### src/rtl/elevator_pkg.sv
// Shared types and helpers for the elevator dispatch scheduler.
//   state_e      : scheduler state (Idle, Move, Door)
//   Def*         : default build constants
//   any_above    : any pending call strictly above the one-hot floor
//   any_below    : any pending call strictly below the one-hot floor
//   prefer_up    : with calls on both sides, 1 when the nearest is above (ties go up)
// Vectors are passed zero-extended to MaxFloors bits so one set of helpers
// serves any FLOORS value.
package elevator_pkg;

    localparam int unsigned DefFloors       = 5;
    localparam int unsigned DefTravelCycles = 100_000_000;
    localparam int unsigned DefDoorCycles   = 250_000_000;
    localparam int          MaxFloors       = 32;

    typedef logic [MaxFloors-1:0] floor_vec_t;

    typedef enum logic [1:0] {
        Idle,
        Move,
        Door
    } state_e;

    // (floor << 1) - 1 is a mask of the current floor and everything below it.
    function automatic logic any_above(floor_vec_t pending, floor_vec_t floor_oh);
        return |(pending & ~((floor_oh << 1) - floor_vec_t'(1)));
    endfunction

    function automatic logic any_below(floor_vec_t pending, floor_vec_t floor_oh);
        return |(pending & (floor_oh - floor_vec_t'(1)));
    endfunction

    function automatic logic prefer_up(floor_vec_t pending, floor_vec_t floor_oh);
        int cur;
        int up_idx;
        int dn_idx;
        cur    = 0;
        up_idx = MaxFloors;
        dn_idx = 0;
        for (int i = 0; i < MaxFloors; i++) begin
            if (floor_oh[i]) cur = i;
        end
        // Lowest call above the car.
        for (int i = MaxFloors - 1; i >= 0; i--) begin
            if (pending[i] && (i > cur)) up_idx = i;
        end
        // Highest call below the car.
        for (int i = 0; i < MaxFloors; i++) begin
            if (pending[i] && (i < cur)) dn_idx = i;
        end
        return (up_idx - cur) <= (cur - dn_idx);
    endfunction

endpackage

### src/rtl/elevator_call_latch.sv
// Button capture for one bank of call buttons.
//   clk_i   : system clock
//   rst_ni  : asynchronous active-low reset
//   btn_ni  : active-low buttons, asynchronous to clk_i
//   clr_i   : per-floor clear (call serviced)
//   pend_o  : registered pending calls, also used as the lamp drive
// Each button goes through a 2-FF synchronizer; only the press edge sets the
// pending bit, so a held button cannot re-arm a call after it is serviced.
module elevator_call_latch #(
    parameter int unsigned Width = 5
) (
    input  logic             clk_i,
    input  logic             rst_ni,
    input  logic [Width-1:0] btn_ni,
    input  logic [Width-1:0] clr_i,
    output logic [Width-1:0] pend_o
);

    logic [Width-1:0] sync1_q, sync2_q, prev_q, pend_q, pend_d;
    logic [Width-1:0] press;

    // A new press wins over a same-cycle clear so it is never dropped.
    assign press  = sync2_q & ~prev_q;
    assign pend_d = (pend_q & ~clr_i) | press;
    assign pend_o = pend_q;

    always_ff @(posedge clk_i or negedge rst_ni) begin
        if (!rst_ni) begin
            sync1_q <= '0;
            sync2_q <= '0;
            prev_q  <= '0;
            pend_q  <= '0;
        end else begin
            sync1_q <= ~btn_ni;
            sync2_q <= sync1_q;
            prev_q  <= sync2_q;
            pend_q  <= pend_d;
        end
    end

endmodule

### src/rtl/elevator_dispatch_scheduler.sv
// Collective (SCAN) scheduler for a single car.
//   clk           : system clock, rising edge
//   resetn        : asynchronous active-low reset
//   request_out   : hall call buttons, active-low, asynchronous
//   request_in    : car call buttons, active-low, asynchronous
//   current_floor : one-hot car position (floor 1 = bit 0)
//   lamp_out      : pending hall calls
//   lamp_in       : pending car calls
//   door_open     : door dwell in progress
//   moving        : car travelling between floors
//   dir_up        : current/last travel direction
// Optional feature: define ELEV_SCHED_HOME_EN to return an idle car to floor 1
// after HOME_CYCLES idle cycles (CNT_W must then hold HOME_CYCLES).
module elevator_dispatch_scheduler
    import elevator_pkg::*;
#(
    parameter int unsigned FLOORS        = DefFloors,
    parameter int unsigned TRAVEL_CYCLES = DefTravelCycles,
    parameter int unsigned DOOR_CYCLES   = DefDoorCycles,
    parameter int unsigned CNT_W         = 28,
    parameter int unsigned HOME_CYCLES   = 500_000_000
) (
    input  logic              clk,
    input  logic              resetn,
    input  logic [FLOORS-1:0] request_out,
    input  logic [FLOORS-1:0] request_in,
    output logic [FLOORS-1:0] current_floor,
    output logic [FLOORS-1:0] lamp_out,
    output logic [FLOORS-1:0] lamp_in,
    output logic              door_open,
    output logic              moving,
    output logic              dir_up
);

    state_e            state_q, state_d;
    logic [FLOORS-1:0] floor_q, floor_d;
    logic [CNT_W-1:0]  timer_q, timer_d;
    logic              dir_up_q, dir_up_d;
    logic              door_q, door_d;
    logic              moving_q, moving_d;
    logic              homing_q, homing_d;
    logic [FLOORS-1:0] clr, pend_in, pend_out, pending, next_floor;
    logic              here, above, below, ahead, behind;
    logic              arr_here, arr_ahead, arr_behind, travel_end, door_end;

    elevator_call_latch #(.Width(FLOORS)) u_latch_in (
        .clk_i  (clk),
        .rst_ni (resetn),
        .btn_ni (request_in),
        .clr_i  (clr),
        .pend_o (pend_in)
    );

    elevator_call_latch #(.Width(FLOORS)) u_latch_out (
        .clk_i  (clk),
        .rst_ni (resetn),
        .btn_ni (request_out),
        .clr_i  (clr),
        .pend_o (pend_out)
    );

    assign pending    = pend_in | pend_out;
    assign next_floor = dir_up_q ? (floor_q << 1) : (floor_q >> 1);
    assign here       = |(pending & floor_q);
    assign above      = any_above(floor_vec_t'(pending), floor_vec_t'(floor_q));
    assign below      = any_below(floor_vec_t'(pending), floor_vec_t'(floor_q));
    assign ahead      = dir_up_q ? above : below;
    assign behind     = dir_up_q ? below : above;
    // Arrival decisions look at the floor being entered so the stop and the
    // call clear happen on the same edge as the position update.
    assign arr_here   = |(pending & next_floor);
    assign arr_ahead  = dir_up_q ? any_above(floor_vec_t'(pending), floor_vec_t'(next_floor))
                                 : any_below(floor_vec_t'(pending), floor_vec_t'(next_floor));
    assign arr_behind = dir_up_q ? any_below(floor_vec_t'(pending), floor_vec_t'(next_floor))
                                 : any_above(floor_vec_t'(pending), floor_vec_t'(next_floor));
    assign travel_end = (timer_q == CNT_W'(TRAVEL_CYCLES - 1));
    assign door_end   = (timer_q == CNT_W'(DOOR_CYCLES - 1));

    always_comb begin
        state_d  = state_q;
        floor_d  = floor_q;
        timer_d  = timer_q;
        dir_up_d = dir_up_q;
        homing_d = homing_q;
        clr      = '0;
        unique case (state_q)
            Idle: begin
                timer_d  = '0;
                homing_d = 1'b0;
                if (here) begin
                    clr     = floor_q;
                    state_d = Door;
                end else if (above && (!below ||
                             prefer_up(floor_vec_t'(pending), floor_vec_t'(floor_q)))) begin
                    state_d  = Move;
                    dir_up_d = 1'b1;
                end else if (below) begin
                    state_d  = Move;
                    dir_up_d = 1'b0;
                end
`ifdef ELEV_SCHED_HOME_EN
                else if (!floor_q[0]) begin
                    if (timer_q == CNT_W'(HOME_CYCLES - 1)) begin
                        state_d  = Move;
                        dir_up_d = 1'b0;
                        homing_d = 1'b1;
                    end else begin
                        timer_d = timer_q + CNT_W'(1);
                    end
                end
`endif
            end
            Move: begin
                if (travel_end) begin
                    floor_d  = next_floor;
                    timer_d  = '0;
                    // Any real call supersedes homing from here on.
                    homing_d = homing_q && (pending == '0);
                    if (arr_here) begin
                        clr     = next_floor;
                        state_d = Door;
                    end else if (arr_ahead) begin
                        state_d = Move;
                    end else if (arr_behind) begin
                        dir_up_d = ~dir_up_q;
                    end else if (homing_q && !next_floor[0]) begin
                        state_d = Move;
                    end else begin
                        state_d = Idle;
                    end
                end else begin
                    timer_d = timer_q + CNT_W'(1);
                end
            end
            Door: begin
                if (here) begin
                    clr     = floor_q;
                    timer_d = '0;
                end else if (door_end) begin
                    timer_d = '0;
                    if (ahead) begin
                        state_d = Move;
                    end else if (behind) begin
                        state_d  = Move;
                        dir_up_d = ~dir_up_q;
                    end else begin
                        state_d = Idle;
                    end
                end else begin
                    timer_d = timer_q + CNT_W'(1);
                end
            end
            default: state_d = Idle;
        endcase
        door_d   = (state_d == Door);
        moving_d = (state_d == Move);
    end

`ifndef ELEV_SCHED_HOME_EN
    logic unused_home;
    assign unused_home = ^HOME_CYCLES;
`endif

    always_ff @(posedge clk or negedge resetn) begin
        if (!resetn) begin
            state_q  <= Idle;
            floor_q  <= FLOORS'(1);
            timer_q  <= '0;
            dir_up_q <= 1'b1;
            door_q   <= 1'b0;
            moving_q <= 1'b0;
            homing_q <= 1'b0;
        end else begin
            state_q  <= state_d;
            floor_q  <= floor_d;
            timer_q  <= timer_d;
            dir_up_q <= dir_up_d;
            door_q   <= door_d;
            moving_q <= moving_d;
            homing_q <= homing_d;
        end
    end

    assign current_floor = floor_q;
    assign lamp_out      = pend_out;
    assign lamp_in       = pend_in;
    assign door_open     = door_q;
    assign moving        = moving_q;
    assign dir_up        = dir_up_q;

endmodule

### config.mk
export PLATFORM = sky130hd
export DESIGN_NAME = elevator_dispatch_scheduler
export DESIGN_NICKNAME = d
export VERILOG_FILES = /design/src/rtl/elevator_pkg.sv /design/src/rtl/elevator_call_latch.sv /design/src/rtl/elevator_dispatch_scheduler.sv
export SDC_FILE = /design/constraint.sdc
export NUM_CORES = 1
export LEC_CHECK = 0
export BUFFER_PORTS_ARGS = -buffer_cell sky130_fd_sc_hd__buf_2
export CAP_MARGIN = 30
export CORE_UTILIZATION = 50
export CTS_CLUSTER_DIAMETER = 200
export CTS_CLUSTER_SIZE = 10
export DETAILED_ROUTE_END_ITERATION = 8
export GPL_TIMING_DRIVEN = 1
export PLACE_DENSITY = 0.76
export SETUP_SLACK_MARGIN = 0.3
export SLEW_MARGIN = 10
export SYNTH_ARGS = -nofsm -noshare
export SYNTH_HDL_FRONTEND = slang
export SYNTH_SLANG_ARGS = --single-unit
### constraint.sdc
create_clock -name clk -period 3.7 [get_ports clk]
set_input_delay 0 -clock clk [delete_from_list [all_inputs] [get_ports clk]]
set_output_delay 0 -clock clk [all_outputs]
set_load 0.02 [all_outputs]
# Yosys cells after proc, flatten, opt, wreduce, memory -nomap -nowiden

Index checks and enable logic that the tools add are counted.

Input bits: 12
Output and inout port bits: 18
Logic and storage cells: 157
Bits in registers: 79

$add $sub $neg: 7
Reductions and logical operators: 29
Equality and inequality tests: 16
$lt $le $gt $ge: 10
Muxes and demuxes: 59
Bitwise logic cells: 21

Operators with widths:

| operator                                                                        | count |
|---|---|
| 32-bit two-way mux                                                              | 16 |
| 5-bit by 32-bit AND with 32-bit output                                          | 4 |
| 32-bit OR reduction                                                             | 4 |
| 28-bit two-way mux                                                              | 3 |
| 28-bit case mux with 3 select lines                                             | 1 |
| 3-bit by 32-bit greater-than comparator with 1-bit output, first input constant | 2 |
| 3-bit by 32-bit < comparator with 1-bit output, first input constant            | 2 |
| 32-bit NOT                                                                      | 2 |
| 32-bit subtractor                                                               | 2 |
| 1-bit by 32-bit greater-than comparator with 1-bit output, first input constant | 1 |
| 2-bit by 32-bit greater-than comparator with 1-bit output, first input constant | 1 |
| 4-bit by 32-bit greater-than comparator with 1-bit output, first input constant | 1 |
| 32-bit <= comparator                                                            | 1 |
| 2-bit by 32-bit < comparator with 1-bit output, first input constant            | 1 |
| 4-bit by 32-bit < comparator with 1-bit output, first input constant            | 1 |
| 5-bit AND                                                                       | 6 |
| 28-bit by 1-bit adder with 28-bit output, second input constant                 | 1 |
| 28-bit by 27-bit equality test with 1-bit output, second input constant         | 1 |
| 28-bit equality test, second input constant                                     | 1 |
| 5-bit NOT                                                                       | 5 |
| 1-bit two-way mux                                                               | 21 |
| 5-bit two-way mux                                                               | 4 |
| 2-bit two-way mux                                                               | 9 |
| 2-bit != test, second input constant                                            | 9 |
| other kinds (23)                                                                | 43 |

# Logic depth before layout (Yosys ltp)

Gate-level depths: netlist (run 1).

Depth after elaboration: 23
Depth in mapped cells: 18
Mapped depth without buffers: 17

# By module

A second synthesis (run 1) with hierarchy kept.

Cells, all modules: 520
Area total of the unflattened synthesis: 4,727.0 um^2

By module, submodules not included:

| module                      | sequential area each (um^2) | times used | area an instance (um^2) | cells an instance |
|---|---|---|---|---|
| elevator_dispatch_scheduler | 978.4                       | 1          | 3,488.3                 | 440 |
| elevator_call_latch         | 500.5                       | 2          | 619.3                   | 40 |

# Least setup slack after synthesis (run 1)

No wires, ideal clock.

Path kind: reg-to-reg
Start: register floor_q[2] (netlist: current_floor[2])
End: register dir_up_q (netlist: dir_up)
Path buffers: 2
Setup time: 75 ps
Arrival: 3,504 ps
Clock period less this slack: 3,579 ps
Cell stages (with the launch flop): 18
Path slack: 121 ps
Required time: 3,625 ps
Cell sequence: dfrtp_1 buf_2 clkbuf_1 nor2_1 o21ai_0 inv_1 ha_1 inv_1 fa_1 inv_1 fa_1 and2_1 ha_1 a21o_1 a2111oi_0 o21ai_0 a221o_1 mux2i_1

Cells in the longest elaborated chain, start to end: 21
Elaborated cells between the ends (all ways): 77
Classes of those cells: add/sub: 6; order compare: 10; eq/ne: 8; mux: 26; bitwise: 8; reduce/logical: 19

RTL lines:

| item                                                      | line                               | RTL |
|---|---|---|
| start, declared                                           | elevator_dispatch_scheduler.sv:36  | `logic [FLOORS-1:0] floor_q, floor_d;` |
| start signal, assigned                                    | elevator_dispatch_scheduler.sv:175 | `floor_q <= floor_d;` |
| 32-bit two-way mux (3 in series)                          | elevator_pkg.sv:41                 | `if (floor_oh[i]) cur = i;` |
| 32-bit two-way mux                                        | elevator_dispatch_scheduler.sv:90  | `if (here) begin` |
| 32-bit two-way mux                                        | elevator_dispatch_scheduler.sv:86  | `unique case (state_q)` |
| 4-bit by 32-bit greater-than comparator with 1-bit output | elevator_pkg.sv:45                 | `if (pending[i] && (i > cur)) up_idx = i;` |
| 1-bit logical AND                                         | elevator_pkg.sv:45                 |  |
| 6-bit two-way mux                                         | elevator_pkg.sv:45                 |  |
| 32-bit two-way mux (4 in series)                          | elevator_pkg.sv:45                 |  |
| 32-bit two-way mux                                        | elevator_dispatch_scheduler.sv:90  |  |
| 32-bit two-way mux                                        | elevator_dispatch_scheduler.sv:86  |  |
| 32-bit subtractor                                         | elevator_pkg.sv:51                 | `return (up_idx - cur) <= (cur - dn_idx);` |
| 32-bit <= comparator                                      | elevator_pkg.sv:51                 |  |
| 1-bit logical OR                                          | elevator_dispatch_scheduler.sv:93  | `end else if (above && (!below \|\|` |
| 1-bit logical AND                                         | elevator_dispatch_scheduler.sv:93  |  |
| 1-bit two-way mux                                         | elevator_dispatch_scheduler.sv:93  |  |
| 1-bit two-way mux                                         | elevator_dispatch_scheduler.sv:90  |  |
| 1-bit case mux with 3 select lines                        | elevator_dispatch_scheduler.sv:86  |  |
| end signal, assigned                                      | elevator_dispatch_scheduler.sv:177 | `dir_up_q <= dir_up_d;` |
| end, declared                                             | elevator_dispatch_scheduler.sv:38  | `logic dir_up_q, dir_up_d;` |

Parallel ways exist; a longest one is shown, timed or not. The select of a mux whose other input is x is not followed.
A chain may end at the register's enable or synchronous reset.

# Worst setup path in the final report (run 1)

Start: register u_latch_in.pend_q[1] (netlist: u_latch_in.pend_o[1])
End: register dir_up_q (netlist: dir_up)

Cells in the longest elaborated chain, start to end: 15
Elaborated cells between the ends (all ways): 47
Classes of those cells: add/sub: 2; order compare: 1; eq/ne: 8; mux: 17; bitwise: 7; reduce/logical: 12

RTL lines:

| item                               | line                              | RTL |
|---|---|---|
| start, declared                    | elevator_call_latch.sv:19         | `logic [Width-1:0] sync1_q, sync2_q, prev_q, pend_q, pend_d;` |
| start signal, assigned             | elevator_call_latch.sv:37         | `pend_q <= pend_d;` |
| 5-bit OR (*)                       | elevator_dispatch_scheduler.sv:62 | `assign pending = pend_in \| pend_out;` |
| 1-bit logical AND                  | elevator_pkg.sv:49                | `if (pending[i] && (i < cur)) dn_idx = i;` |
| 1-bit two-way mux                  | elevator_pkg.sv:49                |  |
| 32-bit two-way mux (3 in series)   | elevator_pkg.sv:49                |  |
| 32-bit two-way mux                 | elevator_dispatch_scheduler.sv:90 |  |
| 32-bit two-way mux                 | elevator_dispatch_scheduler.sv:86 |  |
| 32-bit subtractor                  | elevator_pkg.sv:51                |  |
| 32-bit <= comparator               | elevator_pkg.sv:51                |  |
| 1-bit logical OR                   | elevator_dispatch_scheduler.sv:93 |  |
| 1-bit logical AND                  | elevator_dispatch_scheduler.sv:93 |  |
| 1-bit two-way mux                  | elevator_dispatch_scheduler.sv:93 |  |
| 1-bit two-way mux                  | elevator_dispatch_scheduler.sv:90 |  |
| 1-bit case mux with 3 select lines | elevator_dispatch_scheduler.sv:86 |  |

Every way passes the cells marked *; elsewhere a longest branch is shown, timed or not. The select of a mux whose other input is x is not followed.

==> results.sh, run 1 <==
export IMPL_max_freq_ghz=0.304
export IMPL_min_path_type="input pin to asynchronous set/reset pin"
export IMPL_critPathKind="register to register"
export IMPL_finalPower_mw=2.30
export IMPL_wl_per_cell_um=16.7
export IMPL_initial_core_util_pct=52.2
export IMPL_dp_cells=680
export IMPL_drv_cap=0
export IMPL_rows=35
export IMPL_crit_path_end="dir_up"
export IMPL_synth_edf_count=0
export IMPL_crit_start="u_latch_in.pend_o[1]"
export IMPL_cts_inserted_buffers=9
export IMPL_clk_latency_ns=0.36
export IMPL_r2r_cells=15
export IMPL_post_synth_top_area_cell="dfrtp_1"
export IMPL_clock_skew_ns=0.00882
export IMPL_yosysSeqAreaShare_pct=40.7
export IMPL_status="finished clean"
export IMPL_avgViaCountPerCell=6.04
export IMPL_dieArea_sq_um=10100
export IMPL_dieHeight_um=101
export IMPL_nNetsFinal=631
export IMPL_yosys_area_share_simple_pct=19.5
export IMPL_fin_ws_ns=0.409
export IMPL_slew_headroom_pct=43.8
export IMPL_drt_first_pass_iters=5
export IMPL_synth_cells=531
export IMPL_grt_first_pass_wirelength_mm=19.6
export IMPL_diodes=0
export IMPL_rsz0062_at_grt="yes"
export IMPL_dpl_hpwl_mm=8.16
export IMPL_clock_path_buffers=2
export IMPL_arrival_ns=3.57
export IMPL_drc_errors=0
export IMPL_ys_seq_elements=79
export IMPL_area_growth_pct=19.3
export IMPL_period_share_pct=88.9
export IMPL_io_pin_count=30
export IMPL_antenna_found_initial=0
export IMPL_r2r_slack_ns=0.41
export IMPL_setup_viol=0
export IMPL_ir_drop_mv=0.322
export IMPL_synthAdderAreaFrac_pct=8.07
export IMPL_fin_crit_ns=3.29
export IMPL_synth_ff_type="dfrtp_1"
export IMPL_r2r_end="dir_up"
export IMPL_cp_end_kind="register"
export IMPL_drt_total_wl_mm=12.1
export IMPL_crit_fanout=4
export IMPL_fill_cells=789
export IMPL_drive_gt1_share_pct=22.9
export IMPL_synth_compound_area_share_pct=21.2
export IMPL_async_flop_share_pct=100
export IMPL_cp_start_kind="register"
export IMPL_grt_max_degree=80
export IMPL_p_leak_nw=2.62
export IMPL_synth_nets=572
export IMPL_core_area_sq_um=9330
export IMPL_post_place_ws_ns=0.160
export IMPL_synth_xor_area_share_pct=1.26
export IMPL_yosys_top_cells_area="dfrtp_1 (40%), ha_1 (6.4%), inv_1 (4.6%), o21ai_0 (3.2%), nand2_1 (3.0%)"
export IMPL_cts_sinks=79
export IMPL_htree_levels=3
export IMPL_die_w_um=101
export IMPL_place_gp_congestion=0.899
export IMPL_cts_tree="yes"
export IMPL_synth_top_area_share_pct=39.6
export IMPL_setup_tns_ns=0
export IMPL_num_vias=4373
export IMPL_drtIter0Drc=449
export IMPL_grt_pass1_vias=3938
export IMPL_p_per_area_nw_per_um2=397
export IMPL_reg2reg_from="u_latch_in.pend_o[1]"
export IMPL_syn_area_per_cell_sq_um=9.16
export IMPL_yosysWarnings=0
export IMPL_synthDistinctLibCells=72
export IMPL_yosys_mux_area_fraction_pct=2.65
export IMPL_cts_root_buffer="clkbuf_8"
export IMPL_tightest_slew_ns=0.836
export IMPL_synth_top_family_by_area="compound AO/OA/AOI/OAI gates"
export IMPL_grt_total_usage_pct=25.0
export IMPL_grt_overflow=0
export IMPL_cts_clk_slew_worst_paths_ns=0.09
export IMPL_hold_viol=0
export IMPL_stdcell_count=724
export IMPL_syn_cell_area_sq_um=4870
export IMPL_slew_violations=0
export IMPL_required_ns=3.98
export IMPL_postRouteAntennaNets=0
export IMPL_portBuffers=29
logic make-up (layout without fill, tap and decap cells):
kind of cell,Yosys count,count (layout)
AND/OR/NAND/NOR,176,176
AO/OA/AOI/OAI,145,145
buffers and inverters,81,145
flip-flops,79,79
adder cells (fa/ha/maj),29,29
multiplexers,12,12
XOR/XNOR,7,7
other,2,2
state kept, by name (all words and copies together) (netlist names):
signal and flops:
timer_q 28, u_latch_in.sync1_q 5, homing_q 1, u_latch_out.prev_q 5, u_latch_out.pend_o 5, u_latch_out.sync1_q 5
u_latch_in.prev_q 5, u_latch_in.pend_o 5, current_floor 5, state_q 2, u_latch_out.sync2_q 5, moving 1
dir_up 1, u_latch_in.sync2_q 5, door_open 1
synth_stat cells, types with 4 or more instances:
| master | count |
|---|---|
| xnor2_1 | 7 |
| a2111oi_0 | 4 |
| mux2i_1 | 8 |
| nor4_1 | 9 |
| o21ai_1 | 7 |
| or2_1 | 6 |
| dfrtp_1 | 77 |
| clkbuf_1 | 16 |
| ha_1 | 25 |
| nand4_1 | 13 |
| and2_1 | 9 |
| nand2_1 | 39 |
| a21o_1 | 8 |
| nor2_1 | 30 |
| a21oi_1 | 18 |
| fa_1 | 4 |
| or3_1 | 5 |
| o21ai_0 | 31 |
| a22oi_1 | 5 |
| nand3_1 | 17 |
| or4_1 | 4 |
| nor3_1 | 4 |
| o31ai_1 | 16 |
| o22ai_1 | 13 |
| and3_1 | 19 |
| nor2b_1 | 5 |
| inv_1 | 59 |
cells in the final DEF (no fill, tap or decap), types with 8 or more instances in the layout:
cell type / netlist / final
and3_1: 19 / 19
nor4_1: 9 / 9
nand2_1: 39 / 39
dlygate4sd3_1: 0 / 11
a21oi_1: 18 / 16
nor2_1: 30 / 25
buf_2: 3 / 28
o21ai_1: 7 / 11
nand3_1: 17 / 17
a21o_1: 8 / 8
ha_1: 25 / 20
o21ai_0: 31 / 25
nand4_1: 13 / 13
clkbuf_8: 0 / 9
buf_4: 0 / 28
o22ai_1: 13 / 12
dfrtp_1: 77 / 71
inv_1: 59 / 55
and2_1: 9 / 8
o31ai_1: 16 / 16
timing repair:
item | 4_1_cts | 5_1_grt
gates resized for setup | 9 | 37
endpoints found under the setup margin | 1 | 3
setup buffers | 6 | 10
hold buffers | 11 | 0
pin swaps | 1 | 18
hold endpoints to repair | 87 | 0
through the flow:
| step | util (%) | hold slack [ns] | area, sq um |
|---|---|---|---|
| CTS | 59.6 | 0.289 | 5560 |
| global route | 62.2 | 0.0905 | 5800 |
| finish | 62.2 | 0.0658 | 5800 |
| floorplan | - | -0.296 | 4890 |
| global placement | 55.6 | 0.141 | 5190 |
| detailed placement | 55.6 | 0.145 | 5190 |
worst min-delay path by stage:
stage | cells after the start | start | endpoint
finish | 2 | resetn | timer_q[24]
floorplan | 0 | resetn | current_floor[1]
global route | 2 | resetn | timer_q[24]
global placement | 2 | request_in[1] | u_latch_in.sync1_q[1]
CTS | 3 | request_in[4] | u_latch_in.sync1_q[4]
detailed placement | 2 | request_out[4] | u_latch_out.sync1_q[4]
layout make-up:
cell class | count | area [sq um] | share of cell area (%)
clock buffers | 9 | 124 | 2.13
clock inverters | 7 | 77.6 | 1.34
inverters | 60 | 225 | 3.88
multi-input cells | 371 | 2730 | 47.0
flip-flops and latches | 79 | 1990 | 34.2
well taps | 129 | 161 | 2.78
repair buffers | 69 | 499 | 8.60
worst max-delay path, cell delays in order (launching register included):
cell,delay (ns)
dfrtp_1,0.42
or2_4,0.29
a21oi_2,0.13
o22ai_2,0.08
ha_2,0.19
inv_1,0.08
fa_2,0.20
inv_2,0.04
fa_1,0.39
inv_2,0.11
ha_4,0.21
a21o_1,0.18
a2111oi_4,0.29
o21ai_1,0.11
a221o_1,0.33
mux2i_1,0.15
report_power, final:
group          internal, mW  total (mW)  switching (mW)
combinational         0.293       0.685           0.392
clock                 0.319       0.663           0.344
sequential            0.909       0.955          0.0461
total                  1.52        2.30           0.782
per-layer routing:
layer  GRT usage [%]  share of wire (%)  vias up
met5               0                  0        -
met4            10.5                1.9        0
met3            3.88                6.3       28
met2            37.8                 47      187
met1            35.8                 45     2114
li1                -                  -     2044
(Power assumes the default switching activity.)
==> run 2: changes to the inputs <==
SYNTH_HIERARCHICAL = 1   (was unset)
==> results.sh, run 2 <==
export IMPL_status="finished clean"
export IMPL_setup_viol=0
export IMPL_antenna_found_initial=0
export IMPL_pwr_share_clk_pct=31.4
export IMPL_post_place_ws_ns=-0.0552
export IMPL_slew_violations=0
export IMPL_required_ns=3.98
export IMPL_nNetsFinal=621
export IMPL_clock_path_buffers=2
export IMPL_mostFrequentLayoutCells="dfrtp_1 (72), inv_1 (53), nand2_1 (49), o21ai_1 (40), nor2_1 (37)"
export IMPL_fin_area_sq_um=5610
export IMPL_slowest_delay_ns=0.46
export IMPL_synth_top_area_share_pct=40.8
export IMPL_post_synth_top_area_cell="dfrtp_1"
export IMPL_synthDistinctLibCells=72
export IMPL_num_vias=4001
export IMPL_synth_nets=561
export IMPL_slowest_stage="dfrtp_2"
export IMPL_grt_max_degree=80
export IMPL_critPathKind="register to register"
export IMPL_io_pin_count=30
export IMPL_rsz0062_at_grt="yes"
export IMPL_slew_headroom_pct=42.2
export IMPL_yosysWarnings=6
export IMPL_drive_gt1_share_pct=21.5
export IMPL_max_freq_ghz=0.280
export IMPL_final_core_util_pct=61.0
export IMPL_ir_drop_mv=0.317
export IMPL_drv_cap=0
export IMPL_critical_path_most_common_cell="fa_2"
export IMPL_fin_crit_ns=3.57
export IMPL_initial_core_util_pct=51.4
export IMPL_clock_skew_ns=0.0109
export IMPL_diodes=0
export IMPL_avgViaCountPerCell=5.75
export IMPL_combPwrFrac_pct=23.3
export IMPL_syn_area_per_cell_sq_um=9.09
export IMPL_core_area_sq_um=9200
export IMPL_arrival_ns=3.86
export IMPL_yosys_top_cells_area="dfrtp_1 (41%), ha_1 (6.6%), inv_1 (4.3%), o21ai_1 (4.2%), nand2_1 (3.9%)"
export IMPL_internal_power_mw=1.44
export IMPL_dpl_hpwl_mm=7.84
export IMPL_dpl_cell_area_sq_um=5100
export IMPL_postRouteAntennaNets=0
export IMPL_wl_per_cell_um=15.9
export IMPL_hold_viol=0
export IMPL_p_leak_nw=2.58
export IMPL_async_flop_share_pct=100
export IMPL_cts_inserted_buffers=9
export IMPL_crit_buf_inv=1
export IMPL_yosysSeqAreaShare_pct=41.9
export IMPL_setup_tns_ns=0
export IMPL_cts_sinks=79
export IMPL_yosysMostFrequentCell="dfrtp_1"
export IMPL_portBuffers=29
export IMPL_die_w_um=99.2
export IMPL_synth_cells=520
export IMPL_cp_start_kind="register"
export IMPL_drc_errors=0
export IMPL_switching_share_pct=33.5
export IMPL_syn_cell_area_sq_um=4730
export IMPL_htree_levels=3
export IMPL_drt_total_wl_mm=11.1
export IMPL_fill_cells=777
export IMPL_rows=35
export IMPL_cp_end_kind="register"
export IMPL_drtIter0Drc=226
export IMPL_synth_ff_type="dfrtp_1"
export IMPL_min_path_type="input pin to asynchronous set/reset pin"
export IMPL_largest_register="timer_q"
export IMPL_drt_first_pass_iters=4
export IMPL_p_per_area_nw_per_um2=385
export IMPL_place_gp_congestion=0.864
export IMPL_clk_latency_ns=0.36
export IMPL_grt_first_pass_wirelength_mm=18.5
export IMPL_fin_ws_ns=0.128
export IMPL_dieArea_sq_um=9850
export IMPL_grt_pass1_vias=3970
export IMPL_p_sw_mw=0.725
export IMPL_cts_clk_slew_worst_paths_ns=0.09
export IMPL_dieHeight_um=99.2
export IMPL_area_growth_pct=18.7
export IMPL_final_common_cell="dfrtp_1"
export IMPL_grt_total_usage_pct=23.8
export IMPL_yosys_top_cells_count="dfrtp_1 (77), inv_1 (54), nand2_1 (49), nor2_1 (41), o21ai_1 (40)"
export IMPL_grt_overflow=0
export IMPL_crit_fanout=5
export IMPL_finalPower_mw=2.16
export IMPL_worstPathCellList="buf_4 > nor2_2 > and2_4 > a31oi_1 > ha_2 > fa_2 > fa_2 > and2_1 > ha_4 > a21oi_2 > a21oi_1 > or3_4 > o211a_1 > nor3_2 > nor2_1 > o41ai_2 > o31ai_1"
export IMPL_p_seq_share_pct=45.3
export IMPL_critPathTopFamily="adder cells"
export IMPL_synth_edf_count=0
export IMPL_period_share_pct=96.6
export IMPL_largest_register_ffs=28
export IMPL_ys_seq_elements=79
export IMPL_cts_root_buffer="clkbuf_8"
export IMPL_cts_tree="yes"
export IMPL_tightest_slew_ns=0.859
## run 2: changes by cell type in the layout (fill, tap and decap cells not counted), sizes merged, moves of 6 or more
cell | before | now
o31ai | 16 | 10
nor3 | 4 | 11
o21ai | 38 | 51
nor2 | 30 | 43
nand2 | 39 | 49
and3 | 20 | 6
nand3 | 17 | 10
nor4 | 10 | 4
## run 2: final cells by class
cell class / count / area (sq um) / area share [%]
Tap cell: 111 / 139 / 2.47
Inverter: 57 / 219 / 3.90
Clock buffer: 9 / 124 / 2.21
Sequential cell: 79 / 1990 / 35.4
Multi-Input combinational cell: 365 / 2570 / 45.7
Clock inverter: 7 / 86.3 / 1.54
Timing Repair Buffer: 68 / 488 / 8.69
## run 2: logic make-up after synthesis
logic type / share of synthesized area, %
and+or+nand+nor: 20.4
buffers and inverters: 6.43
other: 0.159
adders and majority gates: 8.31
xor gates and xnor gates: 1.67
AOI/OAI and AO/OA: 20.3
muxes: 0.900
DFF: 41.9
## run 2: power groups by stage
| stage | logic (mW) | registers (mW) | clock network (mW) |
|---|---|---|---|
| final | 0.503 | 0.979 | 0.678 |
| after global routing | 0.559 | 0.988 | 0.734 |
| after CTS | 0.493 | 0.975 | 0.700 |
| after detailed placement | 0.477 | 0.991 | 0 |
| after global placement | 0.464 | 0.988 | 0 |
| after floorplan | 0.376 | 0.970 | 0 |
## run 2: worst paths after layout
check / from / endpoint / slack [ns] / cells after the start
setup / recovery: current_floor[3] / dir_up / 0.13 / 17
hold / removal: resetn / u_latch_in/prev_q[2] / 0.02 / 2
setup reg to reg: current_floor[3] / dir_up / 0.13 / 17
hold reg to reg: u_latch_out/sync1_q[0] / u_latch_out/sync2_q[0] / 0.35 / 0
max in group asynchronous: resetn / dir_up / 3.05 / 3
min in group clk: request_out[3] / u_latch_out/sync1_q[3] / 0.31 / 3
## run 2: repair_timing
action,CTS,global route
endpoints found under the hold margin,87,0
hold buffers,11,0
setup buffers,6,1
pin swaps,6,4
endpoints found under the setup margin,1,4
resized for setup,10,13
## run 2: routing by layer
metal | part of all wire (%) | global-route usage, %
met1 | 45 | 30.6
met2 | 50 | 38.9
met3 | 3.2 | 4.64
met4 | 1.9 | 11.5
met5 | 0 | 0
## run 2: stage by stage
step	hold WS, ns	std cells
finish	0.0186	696
global route	0.0323	696
CTS	0.288	694
global placement	0.142	661
detailed placement	0.145	661
floorplan	-0.296	520
